### src/rtl/credit_tx_if.sv
// Bus bundle between the upstream producer, the credit transmitter and the receiver.
// Carries the word handshake, credit returns, drain control and status.
// master = producer/controller side, slave = credit_tx side.
interface credit_tx_if #(
  parameter int DATA_WIDTH = 16,
  parameter int CNT_WIDTH  = 3
);
  logic                  in_valid;
  logic [DATA_WIDTH-1:0] in_data;
  logic                  in_ready;
  logic                  out_valid;
  logic [DATA_WIDTH-1:0] out_data;
  logic                  credit_return;
  logic                  drain_req;
  logic                  drained;
  logic [CNT_WIDTH-1:0]  credits;
  logic                  credit_err;

  modport master (
    output in_valid, in_data, credit_return, drain_req,
    input  in_ready, out_valid, out_data, drained, credits, credit_err
  );

  modport slave (
    input  in_valid, in_data, credit_return, drain_req,
    output in_ready, out_valid, out_data, drained, credits, credit_err
  );
endinterface

### src/rtl/credit_tx.sv
// Credit-based transmitter: launches accepted words toward a receiver FIFO, tracks free slots.
// Latency: accept to out_valid is 1 cycle (registered pulse).
// Backpressure: in_ready drops when credits hit zero, while draining, or on drain_req.
module credit_tx #(
  parameter int DATA_WIDTH  = 16,
  parameter int MAX_CREDITS = 4,
  parameter int CNT_WIDTH   = 3
) (
  input logic         clk,
  input logic         reset,
  credit_tx_if.slave  bus
);

  typedef enum logic [1:0] {
    ST_RUN   = 2'd0,
    ST_DRAIN = 2'd1,
    ST_DONE  = 2'd2
  } state_t;

  localparam logic [CNT_WIDTH-1:0] MAX_CNT = CNT_WIDTH'(MAX_CREDITS);
  localparam logic [CNT_WIDTH:0]   MAX_EXT = (CNT_WIDTH+1)'(MAX_CREDITS);

  state_t                state_q;
  logic [CNT_WIDTH-1:0]  credits_q;
  logic [CNT_WIDTH-1:0]  credits_d;
  logic                  err_q;
  logic                  err_d;
  logic                  out_valid_q;
  logic [DATA_WIDTH-1:0] out_data_q;
  logic                  drained_q;
  logic                  in_ready_w;
  logic                  accept_w;
  logic [CNT_WIDTH:0]    cnt_ext;
  logic [CNT_WIDTH:0]    cnt_next;

  // Ready depends only on registered state/credits plus drain_req, so a credit
  // returned this cycle cannot be spent until the next one.
  always_comb begin
    in_ready_w = (state_q == ST_RUN) && (credits_q != '0) && !bus.drain_req;
    accept_w   = bus.in_valid && in_ready_w;
  end

  // Up/down credit arithmetic one bit wider than the counter; saturates at the
  // receiver depth and flags a return that would push past it.
  always_comb begin
    cnt_ext  = {1'b0, credits_q};
    cnt_next = cnt_ext;
    err_d    = err_q;
    if (accept_w && !bus.credit_return) begin
      cnt_next = cnt_ext - 1'b1;
    end else if (!accept_w && bus.credit_return) begin
      if (cnt_ext >= MAX_EXT) begin
        cnt_next = MAX_EXT;
        err_d    = 1'b1;
      end else begin
        cnt_next = cnt_ext + 1'b1;
      end
    end
    credits_d = cnt_next[CNT_WIDTH-1:0];
  end

  // Control FSM plus all registered outputs: launch pulse, credit count, sticky error, drained level.
  always_ff @(posedge clk) begin
    if (reset) begin
      state_q     <= ST_RUN;
      credits_q   <= MAX_CNT;
      err_q       <= 1'b0;
      out_valid_q <= 1'b0;
      out_data_q  <= '0;
      drained_q   <= 1'b0;
    end else begin
      out_valid_q <= accept_w;
      if (accept_w) begin
        out_data_q <= bus.in_data;
      end
      credits_q <= credits_d;
      err_q     <= err_d;
      case (state_q)
        ST_RUN: begin
          if (bus.drain_req) begin
            state_q <= ST_DRAIN;
          end
        end
        ST_DRAIN: begin
          // A return landing this cycle means a word is still being consumed.
          if ((credits_q == MAX_CNT) && !bus.credit_return) begin
            state_q   <= ST_DONE;
            drained_q <= 1'b1;
          end
        end
        ST_DONE: begin
          if (!bus.drain_req) begin
            state_q   <= ST_RUN;
            drained_q <= 1'b0;
          end
        end
        default: begin
          state_q   <= ST_RUN;
          drained_q <= 1'b0;
        end
      endcase
    end
  end

  assign bus.in_ready   = in_ready_w;
  assign bus.out_valid  = out_valid_q;
  assign bus.out_data   = out_data_q;
  assign bus.credits    = credits_q;
  assign bus.credit_err = err_q;
  assign bus.drained    = drained_q;

endmodule

### src/flat_wrapper.sv
// flat-port wrapper written by rule: the top's interface ports become plain ports
module credit_tx_flat 
#(
  parameter int DATA_WIDTH  = 16,
  parameter int MAX_CREDITS = 4,
  parameter int CNT_WIDTH   = 3
)
  (clk, reset, bus_in_valid, bus_in_data, bus_credit_return, bus_drain_req, bus_in_ready, bus_out_valid, bus_out_data, bus_drained, bus_credits, bus_credit_err);
  credit_tx_if #(.DATA_WIDTH(DATA_WIDTH), .CNT_WIDTH(CNT_WIDTH)) bus_i ();
  input logic clk;
  input logic reset;
  input wire logic [$bits(bus_i.in_valid)-1:0] bus_in_valid;
  input wire logic [$bits(bus_i.in_data)-1:0] bus_in_data;
  input wire logic [$bits(bus_i.credit_return)-1:0] bus_credit_return;
  input wire logic [$bits(bus_i.drain_req)-1:0] bus_drain_req;
  output wire logic [$bits(bus_i.in_ready)-1:0] bus_in_ready;
  output wire logic [$bits(bus_i.out_valid)-1:0] bus_out_valid;
  output wire logic [$bits(bus_i.out_data)-1:0] bus_out_data;
  output wire logic [$bits(bus_i.drained)-1:0] bus_drained;
  output wire logic [$bits(bus_i.credits)-1:0] bus_credits;
  output wire logic [$bits(bus_i.credit_err)-1:0] bus_credit_err;
  assign bus_i.in_valid = bus_in_valid;
  assign bus_i.in_data = bus_in_data;
  assign bus_i.credit_return = bus_credit_return;
  assign bus_i.drain_req = bus_drain_req;
  assign bus_in_ready = bus_i.in_ready;
  assign bus_out_valid = bus_i.out_valid;
  assign bus_out_data = bus_i.out_data;
  assign bus_drained = bus_i.drained;
  assign bus_credits = bus_i.credits;
  assign bus_credit_err = bus_i.credit_err;
  credit_tx #(.DATA_WIDTH(DATA_WIDTH), .MAX_CREDITS(MAX_CREDITS), .CNT_WIDTH(CNT_WIDTH)) u_core (.clk(clk), .reset(reset), .bus(bus_i));
endmodule
### config.mk
export PLATFORM = sky130hd
export DESIGN_NAME = credit_tx_flat
export DESIGN_NICKNAME = d
export VERILOG_FILES = /design/src/rtl/credit_tx_if.sv /design/src/rtl/credit_tx.sv /design/src/flat_wrapper.sv
export SDC_FILE = /design/constraint.sdc
export NUM_CORES = 1
export LEC_CHECK = 0
export CORE_UTILIZATION = 46
export DETAILED_ROUTE_END_ITERATION = 6
export HOLD_SLACK_MARGIN = 0.05
export PLACE_DENSITY = 0.83
export SLEW_MARGIN = 5
export SYNTH_ARGS = -nofsm -noshare
export SYNTH_HDL_FRONTEND = slang
export SYNTH_SLANG_ARGS = --single-unit
### constraint.sdc
create_clock -name clk -period 6.6 [get_ports clk]
set_input_delay 1.32 -clock clk [delete_from_list [all_inputs] [get_ports clk]]
set_output_delay 1.32 -clock clk [all_outputs]
set_load 0.01 [all_outputs]
---- After elaboration in Yosys (flattened, before gate mapping) ----
Cells that the tools add are included.
word-level totals
  register bits ........................... 24
  input bits .............................. 21
  logic and storage cells ................. 42
  output and inout bits ................... 23
operators by class
  bitwise operators ....................... 2
  muxes and demuxes ....................... 10
  equal/unequal tests ..................... 6
  magnitude comparators ................... 1
  reduce and logical (&&, ||, !) cells .... 15
  $add $sub $neg .......................... 2
operators with widths
  cell                 number
  $mux 3               3
  $reduce_and 3->1     3
  $logic_and 1x1->1    6
  $mux 2               3
  $pmux 2 s3           1
  $ne 2x2->1 const B   2
  $add 3x1->3 const B  1
  $eq 3x3->1 const B   1
  $ge 3x3->1 const B   1
  $logic_not 1->1      3
  $pmux 1 s3           1
  $reduce_bool 3->1    1
  $sub 3x1->3 const B  1
  $eq 2x1->1 const B   1
  $eq 2x2->1 const B   1
  $logic_not 2->1      1
  $mux 1               2
  $ne 2x1->1 const B   1
  $not 1->1            2
  $reduce_bool 2->1    1

---- Logic depth before layout (Yosys ltp) ----
Gate-level depths: netlist (run 1).
  depth after elaboration ................. 8
  mapped depth ............................ 10
  gate-level depth less buffers ........... 8

---- Least setup slack after synthesis (run 1) ----
No wires, ideal clock.
  kind .................................... input-to-output
  from .................................... in bus_drain_req
  to ...................................... out bus_in_ready
  data arrival time ....................... 1.726 ns
  required time ........................... 5.280 ns
  slack ................................... 3.554 ns
  cell stages on the path ................. 1
  path buffers ............................ 0
  path through ............................ nor4_1
between the ends
  cells in the longest elaborated chain, start to end .. 2
RTL lines
  element            line                source
  from (decl)        flat_wrapper.sv:15  input wire logic [$bits(bus_i.drain_req)-1:0] bus_drain_req;
  $logic_not 1->1    credit_tx.sv:39     in_ready_w = (state_q == ST_RUN) && (credits_q != '0) && !bus.drain_req;
  $logic_and 1x1->1  credit_tx.sv:39
  to (decl)          flat_wrapper.sv:16  output wire logic [$bits(bus_i.in_ready)-1:0] bus_in_ready;
Every way passes these cells.

---- Worst setup path after layout (run 1) ----
Same ends and word-level chain as after synthesis.

==> results of run 1 <==
==> cell type report <==
cell class | instances | area [sq um] | share of cell area
Inverter | 6 | 22.5 | 0.0139
Tap cell | 28 | 35.0 | 0.0217
Sequential cell | 24 | 480 | 0.297
Clock buffer | 4 | 36.3 | 0.0225
Multi-Input combinational cell | 82 | 611 | 0.378
Timing Repair Buffer | 43 | 430 | 0.266
==> Yosys cell counts (all sizes together) <==
master / instances
inv: 6
ha: 6
nand2b: 32
o21bai: 1
mux2i: 17
a31o: 1
a21oi: 2
a31oi: 1
a211oi: 2
and4bb: 1
dfxtp: 24
nor2: 6
o21ai: 2
nor4: 2
clkbuf: 4
and4b: 1
nand4b: 1
buf: 2
nor2b: 4
nand2: 2
or3: 1
==> cell usage in the layout, fill, tap and decap left out <==
cell / count
sky130_fd_sc_hd__a21oi_1: 2
sky130_fd_sc_hd__and4b_1: 1
sky130_fd_sc_hd__nand2b_1: 32
sky130_fd_sc_hd__nand4b_1: 1
sky130_fd_sc_hd__nor2_1: 6
sky130_fd_sc_hd__dfxtp_1: 24
sky130_fd_sc_hd__nand2_1: 2
sky130_fd_sc_hd__clkbuf_8: 1
sky130_fd_sc_hd__or3_1: 1
sky130_fd_sc_hd__a211oi_1: 2
sky130_fd_sc_hd__a31oi_1: 1
sky130_fd_sc_hd__o21ai_0: 2
sky130_fd_sc_hd__ha_1: 6
sky130_fd_sc_hd__clkdlybuf4s50_1: 43
sky130_fd_sc_hd__nor2b_2: 1
sky130_fd_sc_hd__inv_1: 6
sky130_fd_sc_hd__nor2b_1: 3
sky130_fd_sc_hd__a31o_2: 1
sky130_fd_sc_hd__o21bai_1: 1
sky130_fd_sc_hd__and4bb_2: 1
sky130_fd_sc_hd__clkbuf_4: 3
sky130_fd_sc_hd__mux2i_1: 17
sky130_fd_sc_hd__nor4_1: 2
==> sequential cells by signal (all words and copies together), names as in the netlist <==
register / flops
u_core.bus.credits: 3
u_core.state_q: 2
u_core.bus.out_valid: 1
u_core.bus.out_data: 16
u_core.bus.drained: 1
u_core.bus.credit_err: 1
==> report_power, final <==
group / leakage, nW / switching (mW) / internal [mW]
clock network: 0.0210 / 0.0439 / 0.0337
logic: 0.390 / 0.0259 / 0.0404
registers: 0.196 / 0.00591 / 0.154
total: 0.607 / 0.0758 / 0.228
==> worst paths after layout <==
path,endpoint,slack (ps),cells past startpoint,start
hold reg to reg,u_core.bus.out_data[7],480,2,u_core.bus.out_data[7]
hold / removal,u_core.bus.out_data[7],480,2,u_core.bus.out_data[7]
setup reg to reg,u_core.bus.credits[2],3850,8,u_core.bus.credits[0]
setup / recovery,bus_in_ready,2720,3,bus_drain_req
==> per-stage QoR <==
stage | instances | hold WS (ps) | total power [mW] | area, sq um | setup slack (ps)
2_1_floorplan | 118 | 477 | 0.197 | 1150 | 3550
3_3_place_gp | 183 | 459 | 0.227 | 1580 | 2740
3_5_place_dp | 183 | 466 | 0.229 | 1580 | 2720
4_1_cts | 187 | 486 | 0.307 | 1620 | 2720
5_1_grt | 187 | 508 | 0.319 | 1620 | 2690
6_report | 187 | 482 | 0.304 | 1620 | 2720
==> layer usage <==
| layer | part of all wire | global-route usage | vias to the layer above |
|---|---|---|---|
| met2 | 0.48 | 0.325 | 33 |
| met4 | 0 | 0.0676 | 0 |
| met1 | 0.45 | 0.223 | 426 |
| li1 | - | - | 468 |
| met3 | 0.067 | 0.0409 | 0 |
| met5 | 0 | 0 | - |
==> cell families after synthesis <==
group / Yosys count / share of synthesized area
buffers and inverters: 12 / 0.0552
adders and majority gates: 6 / 0.0650
AOI/OAI and AO/OA: 9 / 0.0498
and+or+nand+nor: 50 / 0.267
muxes: 17 / 0.147
DFF: 24 / 0.416
==> worst register-to-register path, cell delays in order, from the launching register on <==
cell and delay, ps:
sky130_fd_sc_hd__dfxtp_1 430, sky130_fd_sc_hd__inv_1 100, sky130_fd_sc_hd__ha_1 230, sky130_fd_sc_hd__nor2b_2 160, sky130_fd_sc_hd__and4bb_2 720, sky130_fd_sc_hd__ha_1 360, sky130_fd_sc_hd__inv_1 80, sky130_fd_sc_hd__or3_1 350
sky130_fd_sc_hd__a31o_2 230
==> results.md, run 1 <==
- The power density over the cells is 188 nW/um^2.
- The share of final-layout standard cells stronger than drive strength 1 is 0.0440.
- The global-route usage over all layers is 0.187.
- The TritonCTS sink count is 24.
- The count of vias placed by the detailed router is 927.
- The final period demand of the worst path is 3880 ps.
- The first TritonRoute pass finished after 3 iterations.
- The initial utilization of the core area, before any placement, comes to 0.503.
- The required time of the critical path is 5280 ps.
- The die covers 2710 sq um.
- TritonCTS built the clock tree.
- Setup total negative slack on the finished layout was measured at 0 ps.
- The kind of cell adding the most delay to the critical path is buffers and inverters.
- The reported leakage power is 0.607 nW.
- Of the synthesized area, sequential elements account for 0.416.
- The global route total overflow is 0.
- Dividing the final minimum period by the clock period gives 0.587.
- Traced cell by cell, the critical path runs through clkdlybuf4s50_1, nor4_1, clkdlybuf4s50_1.
- Static timing analysis puts the maximum clock frequency at 258 MHz.
- The area growth from synthesis to layout is 39.9%.
- The number of buffers created by CTS is 3.
- The number of input and output port buffers inserted is 43.
- After detailed routing, the number of remaining DRC violations is 0.
- The aggregate routed wire length is 2260 um.
- In this run the clock root is driven by a sky130_fd_sc_hd__clkbuf_4.
- The largest single stage delay on the critical path is 580 ps.
- The peak supply drop is 0.149 mV.
- Entering global routing, the biggest net connects 41 pins.
- The launching element type of the critical path is an input port.
- The share of synthesized area in the top cell type comes to 0.416.
- The clock-pin slew reported for the worst setup and hold paths after clock tree synthesis is 130 ps.
- The run finished with clean final reports.
- Yosys printed 0 warnings.
- sky130_fd_sc_hd__dfxtp_1 takes more of the synthesized area than any other cell.
- The later pin in the worst-skew pair is clocked with a latency of 310 ps.
- From bottom edge to top edge, the die measures 52.1 um.
- The transition at the pin with the smallest max-transition slack is 1050 ps.
- The detailed-route vias per instance is 4.96.
- The setup path with the least slack is of type in -> out.
- After floorplanning, the core was divided into 17 placement rows.
- On the final layout, the worst clock skew is 6.99 ps.
- The worst setup path is captured at an output port.
- For this design, the slowest cell found on the critical path is sky130_fd_sc_hd__clkdlybuf4s50_1.
- The post-detailed-route count of antenna-violating nets is 0.
- The arrival time of data at the critical path endpoint is 2560 ps.
- The synthesized design contains 24 register bits.
- The first global-routing pass estimated 3810 um of wire.
- Setup violations remaining at the end of the flow were counted as 0.
- After legalization and detailed placement, the total HPWL measured 1620 um.
- The via count of the first global-routing pass is 909.
- The netlist area before placement is 1150 sq um.
- The number of gates resized after CTS was 0.
- By area the synthesized netlist is led by sky130_fd_sc_hd__dfxtp_1 (42%), sky130_fd_sc_hd__nand2b_1 (17%), sky130_fd_sc_hd__mux2i_1 (15%).
- The placeable core region is 2300 sq um.
- The worst slew margin relative to its limit is 0.296.
- The number of buffer and inverter instances along the worst setup path is 2.
- Counting distinct cell types in the post-synthesis netlist gives 23.
- Hold repair after CTS inserted 0 buffers.
- The H-tree level count is 1.
- After synthesis, the mean cell area works out to 9.79 sq um.
- The count of inserted antenna diode cells is 0.
- The number of pins with negative max-slew slack in the final report is 0.
- The tightest min-delay check is of the reg -> reg type.
- When the netlist entered floorplanning its net count stood at 145.
- Max-cap violations in this run came to 0.
- The post-synthesis cell count is 118.
- The share of the core filled with cells is 0.703.
- The clock passes through at most 2 buffers.
- The number of failing hold endpoints at the final stage is 0.
- The routed wire length per instance is 12.1 um.
- The final RePlAce weighted congestion is 0.723.
- The number of nets at the end of the flow is 187.
- During I/O placement, the number of pins put on the boundary was 44.
- The maximum fanout along the worst path is 3.
- The number of design-rule violations left by the first detailed-router iteration is 9.
- The count of buffers added by post-CTS timing repair for setup is 0.
- The die outline width is 52.1 um.
- The number of fill cells in the layout is 190.
- The library cell appearing most often on the critical path is sky130_fd_sc_hd__clkdlybuf4s50_1.
- Setup repair after global routing left no endpoint under its margin.
- The number of antenna violations at the first check in global routing is 0.
(Power assumes the default switching activity.)
==> run 2: changes to the inputs <==
CORE_UTILIZATION = 43   (was 46)
PLACE_DENSITY = 0.79   (was 0.83)
clock period = 3.7 ns   (was 6.6 ns; I/O delays follow)
==> run 2 against run 1 <==
Combinational power is 78% higher. Critical path depth stayed put. Cell area is 0.62% higher. Largest cell class unchanged. Largest power group unchanged.
==> results.md, run 2 (same netlist as run 1, synthesis figures left out) <==
- The run finished with clean final reports.
- The number of buffers created by CTS is 3.
- The proportion of power drawn by the clock network is 0.249.
- The clock tree root buffer cell is sky130_fd_sc_hd__clkbuf_4.
- STA classifies the critical path endpoint as an output port.
- In the routed layout, each cell is associated on average with a via count of 4.92.
- At the end of routability-driven placement, the weighted congestion stood at 0.723.
- The summed negative setup slack over all endpoints is 0 ps.
- The sequential group share of total power is 0.530.
- The number of rows in the core area is 18.
- In this run the power density over the cells is 330 nW/um^2.
- From synthesis to final layout, the design area changed by 40.7%.
- The post-detailed-route count of antenna-violating nets is 0.
- The worst slew margin relative to its limit is 0.349.
- The leading cell type in the layout, fill and taps excluded is sky130_fd_sc_hd__clkdlybuf4s50_1.
- The number of antenna violations at the first check in global routing is 0.
- The first detailed-routing pass ran for 4 iterations.
- The number of flip-flops under the largest register name is 16.
- Hold repair after CTS inserted 0 buffers.
- The routed layout has 935 vias.
- For the worst setup path, the data arrival time is 1980 ps.
- The combinational cell fraction of total power is 0.221.
- The highest achievable clock rate is 368 MHz.
- After the first detailed-routing iteration, the DRC count stood at 12.
- After routing the design area is 1630 sq um.
- The CTS tree is built.
- The via count of the first global-routing pass is 868.
- The repair_antennas step left the layout with diodes totalling 0.
- The hold path depth is 2.
- Dividing the detail-routed wire length by the instance count gives 11.2 um.
- The placement-stage cell area is 1590 sq um.
- Dividing the final minimum period by the clock period gives 0.735.
- The critical path class is in -> out.
- The die covers 2900 sq um.
- The total net switching power is 0.130 mW.
- The pin count of the biggest net entering global routing is 41.
- Buffers placed on the I/O ports in this run total 43.
- The first global-routing pass estimated 3550 um of wire.
- The effective utilization at floorplan is 0.462.
- The DRC violation count after routing is 0.
- The worst path in the final design needs a cycle of 2720 ps, including I/O delays and setup.
- The total of max-cap violations is 0.
- The number of placed I/O pins is 44.
- The global route total overflow is 0.
- The required time of the critical path is 2960 ps.
- Setup violations remaining at the end of the flow were counted as 0.
- In this run the worst path has a maximum fanout of 3.
- The region available for standard cell placement spans 2500 sq um.
- The number of failing hold endpoints at the final stage is 0.
- Setup repair after global routing left no endpoint under its margin.
- Buffers added to address setup during post-CTS repair amount to 0.
- At the later pin of the worst-skew pair, clock insertion delay measures 300 ps.
- The worst min-delay path category is reg -> reg.
- Internal power comes to 0.407 mW.
- The fraction of power spent switching nets is 0.242.
- For this run, the total global-route usage over all layers was measured as 0.165.
- Between clock sinks in the finished design, the worst skew comes to 4.95 ps.
- The die outline width is 53.8 um.
- The H-tree level count is 1.
- Fill cells in the final layout number 222.
- Of the cells placed in the final design, the portion with a size suffix greater than 1 is 0.0500.
- For the pin with the worst max-slew slack, the measured transition is 973 ps.
- The buffer depth of the longest clock path is 2.
- Setup slack on the worst reg-to-reg path comes out at 1550 ps.
- The peak supply drop is 0.233 mV.
- Counting every sink on the clock net gives 24.
- The number of gates resized after CTS was 0.
- The die boundary height is 53.8 um.
- After the last flow step, the layout net total stands at 188.
- The clock-pin slew reported for the worst setup and hold paths after clock tree synthesis is 120 ps.
- The post-detailed-placement half-perimeter wirelength is 1560 um.
- STA classifies the critical path startpoint as an input port.
- The reported leakage power is 0.612 nW.
- The library cells used most frequently in the layout, excluding fill and tap cells, are sky130_fd_sc_hd__clkdlybuf4s50_1 (43), sky130_fd_sc_hd__nand2b_1 (32), sky130_fd_sc_hd__dfxtp_1 (24).
- The logic depth of the worst register-to-register path is 8.
- The number of pins with negative max-slew slack in the final report was 0.
- The aggregate routed wire length is 2130 um.
run 2: changes by cell type in the layout (fill, tap and decap cells not counted), sizes merged:
cell  previous run  this run
buf              0         1
run 2: worst max-delay path: stages:
cell	delay, ps
sky130_fd_sc_hd__clkdlybuf4s50_1	430
sky130_fd_sc_hd__nor4_1	230
sky130_fd_sc_hd__clkdlybuf4s50_1	580
run 2: stage by stage:
stage / power, mW / instances / util / hold WS [ps] / worst slack, ps
final: 0.537 / 190 / 0.650 / 481 / 982
after floorplan: 0.351 / 118 / - / 477 / 1340
after detailed placement: 0.410 / 186 / 0.636 / 460 / 982
after CTS: 0.545 / 190 / 0.650 / 485 / 974
after global placement: 0.406 / 186 / 0.636 / 458 / 999
after global routing: 0.568 / 190 / 0.650 / 507 / 928
run 2: power groups by stage:
stage | Clock (mW) | Combinational, mW | Sequential, mW
4_1_cts | 0.140 | 0.120 | 0.285
3_5_place_dp | 0 | 0.119 | 0.291
6_report | 0.134 | 0.118 | 0.285
2_1_floorplan | 0 | 0.0551 | 0.296
3_3_place_gp | 0 | 0.116 | 0.290
5_1_grt | 0.151 | 0.130 | 0.287
run 2: final cells by class:
cell class                 count  area, sq um  share of cell area
multi-input combinational     82          611               0.376
sequential                    24          480               0.296
timing repair buffer          44          438               0.269
tap                           30         37.5              0.0231
clock buffer                   4         36.3              0.0223
inverter                       6         22.5              0.0139
run 2: metal layers:
| metal | GRT usage | share of wire | vias to the layer above |
|---|---|---|---|
| met3 | 0.0480 | 0.079 | 0 |
| li1 | - | - | 473 |
| met5 | 0 | 0 | - |
| met4 | 0.0263 | 0 | 0 |
| met2 | 0.292 | 0.48 | 28 |
| met1 | 0.199 | 0.44 | 434 |
run 2: worst paths after layout:
| path | startpoint | endpoint |
|---|---|---|
| max | bus_drain_req | bus_in_ready |
| min | u_core.bus.out_data[12] | u_core.bus.out_data[12] |
| max reg2reg | u_core.bus.credits[0] | u_core.bus.credits[2] |
| min reg2reg | u_core.bus.out_data[12] | u_core.bus.out_data[12] |
==> run 3: changes to the inputs <==
clock period = 2.8 ns   (was 3.7 ns; I/O delays follow)
==> run 3 against run 2 <==
Worst setup slack worse by 640 ps. Sequential share of layout area is 0.14 points lower. Die area unchanged. Final cell count grew 0.53%. Combinational power rose by 33%. Power grew 32%. Critical path type is now reg -> out.
==> results.md, run 3 (same netlist as run 1, synthesis figures left out) <==
- The fraction of power spent switching nets is 0.242.
- The post-detailed-route count of antenna-violating nets is 0.
- For the worst flop-to-flop path, the logic depth is 8.
- The number of fill cells in the layout is 211.
- The critical path's slowest cell is sky130_fd_sc_hd__clkdlybuf4s50_1.
- The global routing usage on met3 is 0.0395.
- The startpoint identified for the worst hold timing path is u_core.bus.out_data[12].
- For the pin with the worst max-slew slack, the measured transition is 292 ps.
- The via count of the first global-routing pass is 873.
- The count of vias placed by the detailed router is 922.
- The global-route wire length before repair is 3590 um.
- The combinational cell fraction of total power is 0.221.
- Of the total power, the clock network draws 0.248.
- The total net switching power is 0.172 mW.
- The placeable core region is 2500 sq um.
- The final period demand of the worst path is 2460 ps.
- The clock network latency to the later pin of the worst-skew pair is 300 ps.
- The required time of the critical path is 2240 ps.
- The clock tree root buffer cell is sky130_fd_sc_hd__clkbuf_4.
- The leading cell type in the layout, fill and taps excluded is sky130_fd_sc_hd__clkdlybuf4s50_1.
- The effective utilization at floorplan is 0.462.
- The arrival time of data at the critical path endpoint is 1900 ps.
- Setup violations remaining at the end of the flow were counted as 0.
- The worst slew margin relative to its limit is 0.806.
- The count of placed standard cells in the final layout, fillers left out is 191.
- The hold path depth is 2.
- The layer carrying the most global-route usage is met2.
- After the first detailed-routing iteration, the DRC count stood at 8.
- The flop-to-flop setup slack is 660 ps.
- In this run the critical register-to-register path is launched from u_core.bus.credits[0].
- Clock tree synthesis inserted a total of 3 buffers.
- Walking the worst path, the cells encountered are inv_1, ha_1, nor2b_2, nor4_1, clkdlybuf4s50_1.
- Together, buffers and inverters on the worst path number 2.
- For this run, global-route usage on met2 was measured as 0.280.
- The placed cell count is 187.
- Internal power comes to 0.538 mW.
- The worst min-delay path category is reg -> reg.
- The power density over the cells is 435 nW/um^2.
- The analysis attributes to cell leakage a power of 0.617 nW.
- The terminating pin of the worst hold path is u_core.bus.out_data[12].
- The run finished with clean final reports.
- The biggest cell delay along the critical path is 580 ps.
- The first detailed-routing pass took 4 iterations.
- The DRC violation count after routing is 0.
- The maximum fanout along the worst path is 5.
- The kind of cell adding the most delay to the critical path is buffers and inverters.
- The routed design has 2160 um of wire.
- TritonCTS built the clock tree.
- The share of total power dissipated in sequential elements is 0.531.
- The global routing usage on met1 is 0.212.
- The number of placed I/O pins is 44.
- The area growth from synthesis to layout is 41.4%.
- Clock skew on the completed layout was measured at 7.89 ps.
- The critical path in this run is classified as reg -> out.
- The total of max-cap violations is 0.
- The number of flip-flops under the largest register name is 16.
- The summed negative setup slack over all endpoints is 0 ps.
- IR analysis of the VDD net gives a maximum drop of 0.271 mV.
- The buffer depth of the longest clock path is 2.
- After floorplanning, the core was divided into 18 placement rows.
- Setup repair after global routing left no endpoint under its margin.
- The type of element capturing the critical path is an output port.
- The final period utilization is 0.878.
- The routed wire length per instance is 11.3 um.
- The H-tree level count is 1.
- The number of nets at the end of the flow is 189.
- The global-route usage over all layers is 0.166.
- The worst register-to-register path ends at u_core.bus.credits[2].
- Buffers inserted to repair hold after CTS numbered 0.
- After detailed routing, the number of vias per cell comes to 4.83.
- Detailed placement finished with a half-perimeter wire length of 1570 um.
- The highest achievable clock rate is 407 MHz.
- The count of inserted antenna diode cells is 0.
- The number of antenna violations at the first check in global routing is 0.
- The post-cts resize count is 0.
- The die is 53.8 um tall.
- Clock-pin slew was measured on the worst setup and hold paths at 120 ps.
- The launching element type of the critical path is a flip-flop.
- The global route total overflow is 0.
- The TritonCTS sink count is 24.
- The pin count of the biggest net entering global routing is 41.
- The die covers 2900 sq um.
- The share of the core filled with cells is 0.653.
- In this run the tool buffered the top-level ports with 43 buffer cells.
- The share of final-layout standard cells stronger than drive strength 1 is 0.0559.
- The hold slack is 481 ps.
- Measured along the x axis, the die boundary spans 53.8 um.
- The number of failing hold endpoints at the final stage is 0.
- The top cell types in the final layout, fill and taps aside, are sky130_fd_sc_hd__clkdlybuf4s50_1 (43), sky130_fd_sc_hd__nand2b_1 (32), sky130_fd_sc_hd__dfxtp_1 (24).
- Routability-driven placement finished with a final weighted congestion of 0.760.
- The number of pins with negative max-slew slack in the final report came to 0.
- In this run the post-CTS setup repair buffer count came out at 0.
-- run 3: worst max path at each step --
stage	from	end	slack, ps	cells past startpoint
after global routing	u_core.bus.credits[0]	bus_in_ready	240	5
after floorplan	u_core.bus.credits[0]	u_core.bus.credits[2]	440	10
after detailed placement	bus_drain_req	u_core.bus.credits[2]	390	7
after CTS	u_core.bus.credits[0]	bus_in_ready	330	5
final	u_core.bus.credits[0]	bus_in_ready	340	5
after global placement	bus_drain_req	bus_in_ready	450	3
-- run 3: power by group through the flow --
stage | sequential, mW | combinational, mW | clock (mW)
6_report | 0.377 | 0.157 | 0.176
5_1_grt | 0.380 | 0.172 | 0.201
4_1_cts | 0.377 | 0.159 | 0.185
3_5_place_dp | 0.384 | 0.158 | 0
3_3_place_gp | 0.383 | 0.154 | 0
2_1_floorplan | 0.391 | 0.0728 | 0
-- run 3: worst register-to-register path, delay by kind of cell, from the launching register on --
kind | cells | cell delay [ps]
buffers and inverters | 2 | 180
AOI/OAI and AO/OA | 1 | 230
adders and majority gates | 2 | 420
DFF | 1 | 420
and+or+nand+nor | 3 | 800
-- run 3: routing by layer --
metal / wire length, um / part of all wire
met5: 0 / 0
met4: 0 / 0
met3: 146 / 0.068
met2: 1020 / 0.47
met1: 990 / 0.46
-- run 3: per-stage QoR --
| step | setup slack, ps | power [mW] | cell area [sq um] |
|---|---|---|---|
| 5_1_grt | 240 | 0.753 | 1630 |
| 3_3_place_gp | 451 | 0.537 | 1600 |
| 2_1_floorplan | 445 | 0.464 | 1150 |
| 4_1_cts | 330 | 0.721 | 1630 |
| 6_report | 341 | 0.710 | 1630 |
| 3_5_place_dp | 393 | 0.542 | 1600 |
-- run 3: layout make-up --
| cell class | count | area (sq um) | share of cell area |
|---|---|---|---|
| multi-input combinational | 82 | 611 | 0.374 |
| sequential | 24 | 480 | 0.294 |
| timing repair buffer | 45 | 445 | 0.273 |
| tap | 30 | 37.5 | 0.0230 |
| clock buffer | 4 | 36.3 | 0.0222 |
| inverter | 6 | 22.5 | 0.0138 |
==> patch 1 (settings of run 3) <==
Re-encode `state_t` (3 states) as one-hot, 3 bits wide.
--- a/src/rtl/credit_tx.sv
+++ b/src/rtl/credit_tx.sv
@@ -11,10 +11,10 @@
   credit_tx_if.slave  bus
 );
 
-  typedef enum logic [1:0] {
-    ST_RUN   = 2'd0,
-    ST_DRAIN = 2'd1,
-    ST_DONE  = 2'd2
+  typedef enum logic [2:0] {
+    ST_RUN   = 3'b001,
+    ST_DRAIN = 3'b010,
+    ST_DONE  = 3'b100
   } state_t;
 
   localparam logic [CNT_WIDTH-1:0] MAX_CNT = CNT_WIDTH'(MAX_CREDITS);
Behaviour: no difference found for any inputs over 10 cycles, from zero or initial values and one cycle with reset high; not proved beyond that.
==> patch 1 against run 3 <==
  * Synthesized cell count grew 8.5%
  * Setup slack lost 21 ps
  * Cell area increased by 5.5%
  * Sequential cell count grew 1
  * Power up 0.91%
  * Area after synthesis rose by 9.0%
  * Sequential share of layout area down 0.38 points
  * Clock power decreased by 11%
  * Via count up 7.8%
  * Wire length up 12%
==> patch 1: results <==
detailed_routing:
  wl_met1_um: 1120
  vias_per_cell: 4.92
  dr_wl_met2_um: 1160
  routedWlPerCell_um: 12.0
  drt_first_pass_iters: 4
  ant_nets: 0
  drtIter0Drc: 16
  num_vias: 994
  wl_met3_um: 142
logic_synthesis:
  ys_seq_area_frac: 0.398
  synthCells: 128
  muxShareOfSynthArea: 0.127
  synth_area_leaders: "dfxtp_1, nand2b_1, mux2i_1"
  synth_xor_area_frac: 0.00696
  async_reset_ff_frac: 0
  synth_compound_area_frac: 0.0656
  ys_top_cells_by_count: "nand2b_1, dfxtp_1, mux2i_1"
  synth_adder_area_share: 0.0596
  yosys_warnings: 0
  synth_fp_nets: 155
  synth.distinct_cells: 26
outcome:
  run_status: "complete, no violations"
final_layout:
  drive_above_1_share: 0.0409
  antennaDiodeCount: 0
  largest_reg_flops: 16
  fillers: 247
placed_design:
  post-place-ws_ps: 393
  place_congestion: 0.750
  place_hpwl_um: 1820
  place_area_sq_um: 1700
  dpl.cell_count: 198
hold_path:
  worst_hold_startpoint: "u_core.bus.out_data[9]"
  whs_endpoint: "u_core.bus.out_data[9]"
setup_path:
  cp_top_family: "simple AND/OR/NAND/NOR gates"
  critPathLaunch: "u_core.state_q[0]"
  r2r_slack_ps: 680
  slowest_delay_ps: 550
  ff2ff_path_depth: 9
  cp.arrival_ps: 1920
  cp_max_fo: 6
  r2r_end: "u_core.bus.credit_err"
pwr:
  leakage_nw: 0.649
  ir_worst_vdd_mv: 0.322
  switchingPower_w: 0.000181
  p_per_area_nw_per_um2: 416
  power_clock_w: 0.000156
  p_comb_w: 0.000170
grt:
  grt_usage: 0.165
  grt_max_degree: 39
  first_global_vias: 1033
  grt_pass1_wl_um: 4250
timing:
  worst_slew_pin_slew_ps: 911
  fin_ws_ps: 320
  fin_skew_ps: 3.06
clocking:
  cts-root-buf: "clkbuf_4"
[patch 1: metrics by stage]
stage          hold WS [ps]  utilization
2_1_floorplan           487            -
3_5_place_dp            462        0.615
4_1_cts                 487        0.625
5_1_grt                 508        0.625
6_report                484        0.625
3_3_place_gp            448        0.615
[patch 1: layer usage]
metal,vias up,global-route usage
met5,-,0
met4,0,0.0418
met3,0,0.0349
met2,28,0.296
met1,456,0.200
li1,510,-
[patch 1: layout make-up]
| class | count | area [sq um] | share of cell area |
|---|---|---|---|
| sequential | 25 | 500 | 0.290 |
| inverter | 6 | 22.5 | 0.0131 |
| clock buffer | 4 | 26.3 | 0.0153 |
| timing repair buffer | 45 | 445 | 0.259 |
| tap | 31 | 38.8 | 0.0225 |
| multi-input combinational | 91 | 689 | 0.400 |
[patch 1: tightest hold or removal path: cells and delay by family (launching register included)]
kind / cells / cell delay, ps
DFF: 1 / 340
and+or+nand+nor: 1 / 60
muxes: 1 / 50
==> patch 2 (config.mk and constraints of run 3) <==
Without the edit above. `DATA_WIDTH` is set to 16 in 3 places; all go to 14.
--- a/src/rtl/credit_tx_if.sv
+++ b/src/rtl/credit_tx_if.sv
@@ -2,7 +2,7 @@
 // Carries the word handshake, credit returns, drain control and status.
 // master = producer/controller side, slave = credit_tx side.
 interface credit_tx_if #(
-  parameter int DATA_WIDTH = 16,
+  parameter int DATA_WIDTH = 14,
   parameter int CNT_WIDTH  = 3
 );
   logic                  in_valid;
--- a/src/rtl/credit_tx.sv
+++ b/src/rtl/credit_tx.sv
@@ -2,7 +2,7 @@
 // Latency: accept to out_valid is 1 cycle (registered pulse).
 // Backpressure: in_ready drops when credits hit zero, while draining, or on drain_req.
 module credit_tx #(
-  parameter int DATA_WIDTH  = 16,
+  parameter int DATA_WIDTH  = 14,
   parameter int MAX_CREDITS = 4,
   parameter int CNT_WIDTH   = 3
 ) (
--- a/src/flat_wrapper.sv
+++ b/src/flat_wrapper.sv
@@ -1,7 +1,7 @@
 // flat-port wrapper written by rule: the top's interface ports become plain ports
 module credit_tx_flat 
 #(
-  parameter int DATA_WIDTH  = 16,
+  parameter int DATA_WIDTH  = 14,
   parameter int MAX_CREDITS = 4,
   parameter int CNT_WIDTH   = 3
 )
Ports: changed (resized bus_in_data and bus_out_data); port bits go from 44 to 40. No check against the original RTL was run, so the function may have changed too.
==> patch 2 against run 3 <==
  * Clock skew decreased by 7.1 ps
  * Utilization up 1.2 points
  * Setup slack lost 19 ps
  * Power is 2.5% higher
  * Sequential cell count decreased by 2
  * Wire length is 9.1% lower
  * Register-to-register slack worse by 20 ps
  * Synthesized cell count is 6.8% lower
  * Die area fell by 7.1%
  * Area after synthesis is 7.4% lower
  * Sequential share of layout area decreased by 0.33 points
  * Cell area down 7.3%
  * Global-route usage decreased by 0.11 points
  * Critical endpoint unchanged
  * Largest power group unchanged
  * Highest routed layer unchanged
==> patch 2: results <==
setup_path:
  rr_startpoint: "u_core.bus.credits[0]"
  cp_max_fo: 5
  r2r_slack_ps: 640
  r2r_end: "u_core.bus.credits[2]"
  worstSetupPathType: "flop to output port"
  cp.arrival_ps: 1920
  worstSetupEndpoint: "bus_in_ready"
pwr:
  clkPwrFrac: 0.328
  ir_worst_vdd_mv: 0.322
  leakage_nw: 0.574
  internal_power_w: 0.000565
  switching_share: 0.223
  pwr-share-comb: 0.197
clocking:
  numCtsBuffers: 3
  clk_pin_slew_ps: 120
  clock_latency_ps: 300
  cts-root-buf: "clkbuf_4"
  cts_setup_buffers: 0
  cts.path.max_buffers: 2
  htreeDepth: 1
hold_path:
  whs_endpoint: "u_core.bus.out_data[7]"
  hp-class: "flop to flop"
  hold_path_depth: 2
  worst_hold_startpoint: "u_core.bus.out_data[7]"
logic_synthesis:
  synth.distinct_cells: 23
  synth_fp_nets: 135
  yosys_warnings: 0
  async_reset_ff_frac: 0
  muxShareOfSynthArea: 0.140
  postSynthAreaPerCell_sq_um: 9.73
  synth_xor_area_frac: 0
  synth_adder_area_share: 0.0702
  ys_seq_area_frac: 0.412
  ys_top_cells_by_count: "nand2b_1, dfxtp_1, mux2i_1"
  synth_area_leaders: "dfxtp_1, nand2b_1, mux2i_1"
  synth_flop_cell: "dfxtp_1"
  synth_compound_area_frac: 0.0538
placed_design:
  place_hpwl_um: 1490
  place_congestion: 0.784
  portBuffers: 39
grt:
  grt_max_degree: 37
  first_global_vias: 827
  antenna_found_initial: 0
  grt_pass1_wl_um: 3330
  grt_usage: 0.165
final_layout:
  antennaDiodeCount: 0
  final-instance-count-excl-fill: 176
  fillers: 191
  largest_reg_flops: 14
  drive_above_1_share: 0.0541
  nets: 174
detailed_routing:
  vias_per_cell: 4.87
  routedWlPerCell_um: 11.1
  drc_errors: 0
  drtIter0Drc: 8
timing:
  fin_skew_ps: 0.812
  finalSetupTns_ps: 0
  worst_slew_pin_slew_ps: 847
  slew_viol_final: 0
outcome:
  run_status: "complete, no violations"
patch 2: cell type report:
class / count / area share
inverter: 6 / 0.0149
tap: 28 / 0.0231
sequential: 22 / 0.291
timing repair buffer: 40 / 0.263
clock buffer: 3 / 0.0149
clock inverter: 1 / 0.0198
multi-input combinational: 76 / 0.374
patch 2: through the flow:
stage / hold slack [ps] / setup slack, ps / utilization / instance area (sq um)
final: 479 / 322 / 0.665 / 1510
after detailed placement: 460 / 410 / 0.642 / 1460
after global routing: 513 / 219 / 0.665 / 1510
after CTS: 488 / 298 / 0.665 / 1510
after global placement: 459 / 456 / 0.642 / 1460
after floorplan: 477 / 463 / - / 1070
patch 2: worst max-delay path, stage by stage, from the launching register on:
cell             delay (ps)
dfxtp_1                 420
inv_1                    90
ha_1                    210
nor2b_2                 150
nor4_1                  170
clkdlybuf4s50_1         580
patch 2: metal layers:
metal	up-vias	track usage	wire length, um
met5	-	0	0
met1	391	0.199	894
met3	0	0.0439	117
met4	0	0.0541	0
li1	437	-	-
met2	29	0.282	950
